$ cat src/rtl/clkgate_ctrl.sv
// clkgate_ctrl: enable controller for an integrated clock-gating cell.
// Keeps the gated clock running while the client requests it, is busy, or
// software forces it on; gates it off after IDLE_CYC consecutive inactive
// cycles and raises ACK WAKE_CYC cycles after the enable rises.
module clkgate_ctrl #(
    parameter int IDLE_CYC = 16,
    parameter int WAKE_CYC = 2,
    parameter int CNT_W    = 5
) (
    input  logic       CK,
    input  logic       RN,
    input  logic       REQ,
    input  logic       BUSY,
    input  logic       FORCE_ON,
    input  logic       TE,
    output logic       E,
    output logic       SE,
    output logic       ACK,
    output logic [1:0] STATE
);

    typedef enum logic [1:0] {
        OFF   = 2'b00,
        WAKE  = 2'b01,
        ON    = 2'b10,
        DRAIN = 2'b11
    } state_t;

    localparam int CNT_MAX = (1 << CNT_W) - 1;

    // Reject parameter sets whose terminal counts do not fit the counters,
    // so the counters can never wrap.
    generate
        if (CNT_W < 1 || CNT_W > 30) begin : g_bad_cnt_w
            $error("clkgate_ctrl: CNT_W must be in 1..30");
        end
        if (IDLE_CYC < 1 || IDLE_CYC > CNT_MAX) begin : g_bad_idle
            $error("clkgate_ctrl: IDLE_CYC out of range 1..2^CNT_W-1");
        end
        if (WAKE_CYC < 1 || WAKE_CYC > CNT_MAX) begin : g_bad_wake
            $error("clkgate_ctrl: WAKE_CYC out of range 1..2^CNT_W-1");
        end
    endgenerate

    localparam logic [CNT_W-1:0] IDLE_LAST = CNT_W'(IDLE_CYC - 1);
    localparam logic [CNT_W-1:0] WAKE_LAST = CNT_W'(WAKE_CYC - 1);
    localparam logic [CNT_W-1:0] CNT_ZERO  = '0;
    localparam logic [CNT_W-1:0] CNT_ONE   = CNT_W'(1);

    state_t           state_q, state_d;
    logic [CNT_W-1:0] idle_cnt_q, idle_cnt_d;
    logic [CNT_W-1:0] wake_cnt_q, wake_cnt_d;
    logic             e_q, e_d;
    logic             ack_q, ack_d;
    logic             act;

    assign act = REQ | BUSY | FORCE_ON;

    // Next-state and counter decisions; E/ACK are decoded from the next state
    // so they leave the flops glitch-free and aligned with STATE.
    always_comb begin
        state_d    = state_q;
        idle_cnt_d = idle_cnt_q;
        wake_cnt_d = wake_cnt_q;
        unique case (state_q)
            OFF: begin
                if (act) begin
                    state_d    = WAKE;
                    wake_cnt_d = CNT_ZERO;
                end
            end
            WAKE: begin
                // act is deliberately ignored: a started wake always completes.
                if (wake_cnt_q == WAKE_LAST) begin
                    state_d    = ON;
                    idle_cnt_d = CNT_ZERO;
                    wake_cnt_d = CNT_ZERO;
                end else begin
                    wake_cnt_d = wake_cnt_q + CNT_ONE;
                end
            end
            ON: begin
                if (act) begin
                    idle_cnt_d = CNT_ZERO;
                end else if (IDLE_CYC == 1) begin
                    state_d    = OFF;
                    idle_cnt_d = CNT_ZERO;
                end else begin
                    state_d    = DRAIN;
                    idle_cnt_d = CNT_ONE;
                end
            end
            DRAIN: begin
                // Any activity, even on the edge that would gate off, wins.
                if (act) begin
                    state_d    = ON;
                    idle_cnt_d = CNT_ZERO;
                end else if (idle_cnt_q == IDLE_LAST) begin
                    state_d    = OFF;
                    idle_cnt_d = CNT_ZERO;
                end else begin
                    idle_cnt_d = idle_cnt_q + CNT_ONE;
                end
            end
            default: begin
                state_d    = OFF;
                idle_cnt_d = CNT_ZERO;
                wake_cnt_d = CNT_ZERO;
            end
        endcase
        e_d   = (state_d != OFF);
        ack_d = (state_d == ON) || (state_d == DRAIN);
    end

    // State, counters and registered outputs; reset abandons any wake/drain.
    always_ff @(posedge CK or negedge RN) begin
        if (!RN) begin
            state_q    <= OFF;
            idle_cnt_q <= CNT_ZERO;
            wake_cnt_q <= CNT_ZERO;
            e_q        <= 1'b0;
            ack_q      <= 1'b0;
        end else begin
            state_q    <= state_d;
            idle_cnt_q <= idle_cnt_d;
            wake_cnt_q <= wake_cnt_d;
            e_q        <= e_d;
            ack_q      <= ack_d;
        end
    end

    assign E     = e_q;
    assign ACK   = ack_q;
    assign SE    = TE;
    assign STATE = state_q;

endmodule

$ cat config.mk
export PLATFORM = sky130hd
export DESIGN_NAME = clkgate_ctrl
export DESIGN_NICKNAME = d
export VERILOG_FILES = /design/src/rtl/clkgate_ctrl.sv
export SDC_FILE = /design/constraint.sdc
export NUM_CORES = 1
export LEC_CHECK = 0
export BUFFER_PORTS_ARGS = -buffer_cell sky130_fd_sc_hd__buf_4
export CORE_ASPECT_RATIO = 0.9
export CORE_MARGIN = 4
export CORE_UTILIZATION = 32
export DETAILED_ROUTE_END_ITERATION = 8
export PLACE_DENSITY = 0.49
export SYNTH_ARGS = -nofsm -noshare
export SYNTH_HDL_FRONTEND = slang
export SYNTH_SLANG_ARGS = --single-unit
$ cat constraint.sdc
create_clock -name CK -period 1.5 [get_ports CK]
set_input_delay 0.225 -clock CK [delete_from_list [all_inputs] [get_ports CK]]
set_output_delay 0.225 -clock CK [all_outputs]
set_load 0.02 [all_outputs]
==> results of run 1 <==
==> worst max-delay path: cells and delay by family, from the launching register on <==
| kind | cells | cell delay (ns) |
|---|---|---|
| simple gates | 2 | 0.49 |
| flops | 1 | 0.38 |
| mux | 1 | 0.29 |
| fa+ha+maj | 1 | 0.13 |
| buf+inv | 1 | 0.05 |
==> metrics by stage <==
stage / area, µm² / cells / TNS (ns) / utilization (%) / hold WS [ns]
2_1_floorplan: 716 / 63 / 0 / - / -0.0706
3_3_place_gp: 823 / 97 / 0 / 40.6 / 0.0832
3_5_place_dp: 823 / 97 / -0.00233 / 40.6 / 0.0830
4_1_cts: 867 / 103 / 0 / 42.8 / 0.336
5_1_grt: 882 / 104 / -0.167 / 43.5 / 0.328
6_report: 882 / 104 / 0 / 43.5 / 0.329
==> routing by layer <==
layer  global-route usage, %  vias to the layer above  routed length (µm)
li1                        -                      271                   -
met1                    14.6                      268                 729
met2                    16.0                       11                 649
met3                    4.39                        2                  71
met4                    3.86                        0                  14
met5                       0                        -                   0
==> synthesized netlist by cell type, drive strengths merged (2+ instances only) <==
cell,number,area share [%]
buf,4,3.5
o21ai,2,1.4
ha,3,5.2
dfrtp,13,45
a22o,4,5.2
nand3,3,2.1
nor2,3,1.6
a211o,2,2.6
xnor2,3,3.7
nor3,3,2.1
nor4b,3,6.6
a21oi,3,2.6
==> what timing repair did <==
action                     4_1_cts  5_1_grt
hold endpoints to repair        13        0
resized for setup                0        1
setup endpoints to repair        1        4
pin swaps                        0        3
buffers inserted                 1        1
hold buffers                     1        0
==> how the worst max path moves through the flow <==
stage,start,end,cells past startpoint
after floorplan,wake_cnt_q[1],idle_cnt_q[2],5
after global placement,wake_cnt_q[0],idle_cnt_q[2],4
after detailed placement,wake_cnt_q[0],idle_cnt_q[2],4
after CTS,wake_cnt_q[1],idle_cnt_q[2],5
after global routing,wake_cnt_q[1],wake_cnt_q[0],5
final,wake_cnt_q[1],wake_cnt_q[0],5
==> flip-flops by register name (all words and copies together), names as in the netlist <==
register	cells
ACK	1
idle_cnt_q	5
STATE	1
E	1
wake_cnt_q	5
==> area by class of cell <==
class / count / share of cell area, %
Multi-Input combinational cell: 44 / 41.4
Clock buffer: 4 / 2.98
Sequential cell: 13 / 36.9
Timing Repair Buffer: 17 / 14.8
Tap cell: 25 / 3.55
Inverter: 1 / 0.426
==> power groups by stage <==
stage / combinational, mW / sequential [mW] / clock (mW)
6_report: 0.0333 / 0.356 / 0.216
5_1_grt: 0.0372 / 0.357 / 0.240
4_1_cts: 0.0343 / 0.356 / 0.224
3_5_place_dp: 0.0322 / 0.363 / 0
3_3_place_gp: 0.0324 / 0.363 / 0
2_1_floorplan: 0.0155 / 0.362 / 0
==> placed cells by master (no fill, tap or decap) <==
cell type and instances:
nand3_1 3, buf_4 16, or3_1 1, nor3_1 3
nand2b_1 1, nor2b_1 1, o21bai_2 1, nor4b_4 1
a21oi_1 2, nor4b_1 1, and3_1 1, nor4b_2 1
a22o_1 2, nor3b_1 1, a311oi_1 1, dfrtp_1 13
a32o_1 1, a21oi_4 1, clkbuf_4 3, ha_1 3
a211o_1 1, o21a_1 1, o2bb2ai_1 1, or2_1 1
and4b_1 1, nor2_1 3, mux2_2 1, o21ai_0 2
a22o_2 2, xnor2_1 3, inv_1 1, a211o_2 1
nand2_1 1, a221o_1 1, clkbuf_1 1, dlygate4sd3_1 1
==> logic make-up (layout without fill, tap and decap cells) <==
kind of cell             after synthesis  in the layout  share of synthesized area (%)
flip-flops                            13             13                           45.5
multiplexers                           1              1                           1.57
XOR/XNOR                               3              3                           3.67
AO/OA/AOI/OAI                         17             17                           19.8
adder cells (fa/ha/maj)                3              3                           5.25
buffers and inverters                  6             22                           4.54
AND/OR/NAND/NOR                       20             20                           19.8
==> results.md, run 1 <==
- Status: complete, no violations
- Height of the die: 52.9 µm
- Mapped Avg Cell Area: 11.4 µm²
- Tmin final: 1.46 ns
- Internal power: 0.471 mW
- Sw frac: 22.2%
- P&R area growth vs syn: 23.3%
- Seq pwr share: 58.8%
- Layout Skew: 0.000682 ns
- Largest net degree at the start of global routing: 14
- # diodes: 0
- P per Cell Area: 687 nW/µm²
- Peak supply drop: 412 µV
- Required @ worst endpoint: 1.66 ns
- CP max stage delay: 0.38 ns
- Setup CP Type: flop to flop
- Share of cells above drive strength 1: 34.2%
- FFs w/ async S/R, synth: 100%
- Worst hold path type: input pin to async pin
- Clock transition at the registers of the reported paths: 0.08 ns
- Yosys cell types: 35
- Ys flop type: dfrtp_1
- Fin crit share: 97.0%
- CP Capture Type: flop
- Combinational Power Share: 5.5%
- Final WS setup: 0.0445 ns
- Clock Power Share: 35.7%
- Reg2Reg Depth: 5
- I/O Buffers: 8
- Starting density of the core: 35.3%
- Place WS: -0.00233 ns
- Total chip power: 0.606 mW
- FILL cells: 203
- Largest fanout on the critical path: 4
- Storage cell area: 325 µm²
- Max stage delay cell, worst path: dfrtp_1
- TritonCTS clock tree: yes
- Arr. time, crit path: 1.62 ns
- DR vias/cell: 5.31
- Max_slew headroom: 74.4%
- Hold Vio Cnt, Final: 0
- Syn Nets: 72
- Psw: 0.135 mW
- Clk buf depth: 2
- Register area share after synthesis: 45.5%
- Placer Congestion: 0.734
- Worst-Skew Late Latency: 0.27 ns
- DRC Markers: 0
- CTS Buf Count: 3
- RR Startpoint: wake_cnt_q[1]
- Max Cap Viol: 0
- Cells after synthesis: 63
- Actual slew at the worst max-slew pin: 0.385 ns
- First-pass GRT wire length: 2.46 mm
- Final setup fails: 0
- DR iter-0 viols: 5
- Clock sinks: 13
- CORE AREA: 2030 µm²
- GR Overflow Total: 0
- Final WL: 1.47 mm
- Startpoint Class: flop
- Synth warn: 0
- R2r endpoint: wake_cnt_q[0]
- # rows: 15
- Max Fclk: 687 MHz
- First drt pass iteration count: 4
- Vias in the first global route: 536
- Syn Std Cell Area: 716 µm²
- Vias: 552
- Number of synthesized register bits: 13
- P_leak: 0.404 nW
- Critical Path, Cell by Cell: inv_1, ha_1, nor4b_4, nor2_1, mux2_2
- GRT Overall Usage: 11.0%
- R2r setup slk: 0.04 ns
- Die area: 3060 µm²
- Detail Placement HPWL: 1.05 mm
- Chip width: 57.9 µm
- Initial antenna violation count: 0
- CTS root buffer: clkbuf_4
- Multi-input logic area: 365 µm²
- Top Ports: 11
- H-Tree Depth: 1
- Wire per inst: 14.1 µm
- Final Net Count: 89
- Number of synthesized flops with an enable pin: 0
- RSZ-0062 raised after global routing: true
- Final ANT Viol Nets: 0
- Slew Viols, Final: 0
Power figures use the tool's default switching activity.
==> run 2, diff against run 1 <==
--- a/config.mk
+++ b/config.mk
@@ -10,6 +10,7 @@
 export CORE_MARGIN = 4
 export CORE_UTILIZATION = 32
 export DETAILED_ROUTE_END_ITERATION = 8
+export MAX_ROUTING_LAYER = met4
 export PLACE_DENSITY = 0.49
 export SYNTH_ARGS = -nofsm -noshare
 export SYNTH_HDL_FRONTEND = slang
==> run 2 against run 1 <==
  * Flip-flop and latch count did not move
  * Register-to-register slack about the same
  * Largest power group unchanged
  * Critical endpoint unchanged
  * First-iteration DRC count unchanged
  * Global-route usage is 0.34 points higher
  * Highest routed layer unchanged
==> results.md, run 2 (synthesis gave the netlist of run 1 again) <==
- Hold Vio Cnt, Final: 0
- Max Cap Viol: 0
- Worst hold path type: input pin to async pin
- Vias: 549
- CP Capture Type: flop
- DR vias/cell: 5.28
- Fin crit share: 97.3%
- Startpoint Class: flop
- RSZ-0062 raised after global routing: true
- First drt pass iteration count: 4
- Initial antenna violation count: 0
- Setup CP Type: flop to flop
- CTS root buffer: clkbuf_4
- Worst-Skew Late Latency: 0.27 ns
- Sw frac: 21.9%
- # diodes: 0
- Share of cells above drive strength 1: 34.2%
- Met2 usage: 15.8%
- CTS Buf Count: 3
- Height of the die: 52.9 µm
- Largest net degree at the start of global routing: 14
- Final setup fails: 0
- GRT Overall Usage: 11.3%
- First-pass GRT wire length: 2.47 mm
- Vias in the first global route: 534
- Cell Count, Final, Fillers Out: 104
- Cell Count Post-Placement: 97
- Clk buf depth: 2
- P per Cell Area: 684 nW/µm²
- Clock transition at the registers of the reported paths: 0.08 ns
- DR iter-0 viols: 5
- # rows: 15
- Final WL: 1.45 mm
- Most frequent cells in the layout: 16 x buf_4, 13 x dfrtp_1
- I/O Buffers: 8
- P&R area growth vs syn: 23.3%
- Arr. time, crit path: 1.62 ns
- H-Tree Depth: 1
- Layout Skew: 0.00226 ns
- Wire per inst: 14.0 µm
- Top Ports: 11
- Top Registers: idle_cnt_q (5), wake_cnt_q (5)
- Largest fanout on the critical path: 4
- Final Net Count: 89
- Psw: 0.132 mW
- Slew Viols, Final: 0
- Utilization after layout: 43.5%
- Clock Power Share: 35.4%
- Clock sinks: 13
- Die area: 3060 µm²
- Met1 usage: 14.9%
- Final ANT Viol Nets: 0
- P_leak: 0.404 nW
- Tmin final: 1.46 ns
- TritonCTS clock tree: yes
- Required @ worst endpoint: 1.66 ns
- Starting density of the core: 35.3%
- Combinational Power Share: 5.5%
- Max_slew headroom: 74.2%
- Status: complete, no violations
- Placer Congestion: 0.743
- DRC Markers: 0
- Peak supply drop: 406 µV
- Most common cell after layout, fill and taps aside: buf_4
- Chip width: 57.9 µm
- GRT met3 Usage: 4.39%
- CORE AREA: 2030 µm²
- Actual slew at the worst max-slew pin: 0.387 ns
- Max Fclk: 685 MHz
- GR Overflow Total: 0
- Internal power: 0.471 mW
- Seq pwr share: 59.1%
- Grt peak-use layer: met2
- Detail Placement HPWL: 1.05 mm
run 2: cell counts in the layout (fill, tap and decap cells not counted):
Identical to the previous run, type by type.
run 2: final timing paths:
path,slack (ns),to,start,cells past startpoint
min in group CK,0.35,E,FORCE_ON,4
worst min register to register,0.48,idle_cnt_q[4],idle_cnt_q[4],1
worst max-delay path,0.04,wake_cnt_q[0],wake_cnt_q[1],5
worst min-delay path,0.33,idle_cnt_q[2],RN,2
worst max register to register,0.04,wake_cnt_q[0],wake_cnt_q[1],5
max in group asynchronous,1.01,wake_cnt_q[1],RN,2
run 2: per-layer routing:
metal  vias up  wire, µm
li1        271         -
met4         0        14
met1       264       724
met3         2        73
met5         -         0
met2        12       639
run 2: final cells by class:
| cell class | count | area, µm² |
|---|---|---|
| fill | 203 | 1140 |
| inverter | 1 | 3.75 |
| tap | 25 | 31.3 |
| timing repair buffer | 17 | 130 |
| clock buffer | 4 | 26.3 |
| multi-input combinational | 44 | 365 |
| sequential | 13 | 325 |
run 2: timing repair:
action | CTS | global route
gates resized for setup | 0 | 1
pin swaps | 0 | 2
hold buffers | 1 | 0
buffers inserted | 1 | 1
cloned | 0 | 0
setup endpoints to repair | 1 | 4
hold endpoints to repair | 13 | 0
run 2: metrics by stage:
stage | hold WS [ns] | setup slack (ns) | total power, mW | area (µm²) | setup TNS [ns]
2_1_floorplan | -0.0706 | 0.0935 | 0.377 | 716 | 0
6_report | 0.329 | 0.0404 | 0.603 | 882 | 0
3_3_place_gp | 0.0832 | 0.0577 | 0.395 | 823 | 0
4_1_cts | 0.336 | 0.00871 | 0.614 | 867 | 0
3_5_place_dp | 0.0830 | -0.00233 | 0.395 | 823 | -0.00233
5_1_grt | 0.329 | -0.0704 | 0.634 | 882 | -0.172
run 2: power by group through the flow:
stage	Clock, mW	Combinational, mW	Sequential [mW]
final	0.214	0.0333	0.356
after global routing	0.240	0.0372	0.357
after CTS	0.224	0.0343	0.356
after detailed placement	0	0.0322	0.363
after global placement	0	0.0324	0.363
after floorplan	0	0.0155	0.362
run 2: worst max-delay path, stage by stage (launching register included):
cell     delay (ns)
dfrtp_1        0.38
inv_1          0.05
ha_1           0.13
nor4b_4        0.31
nor2_1         0.17
mux2_2         0.29
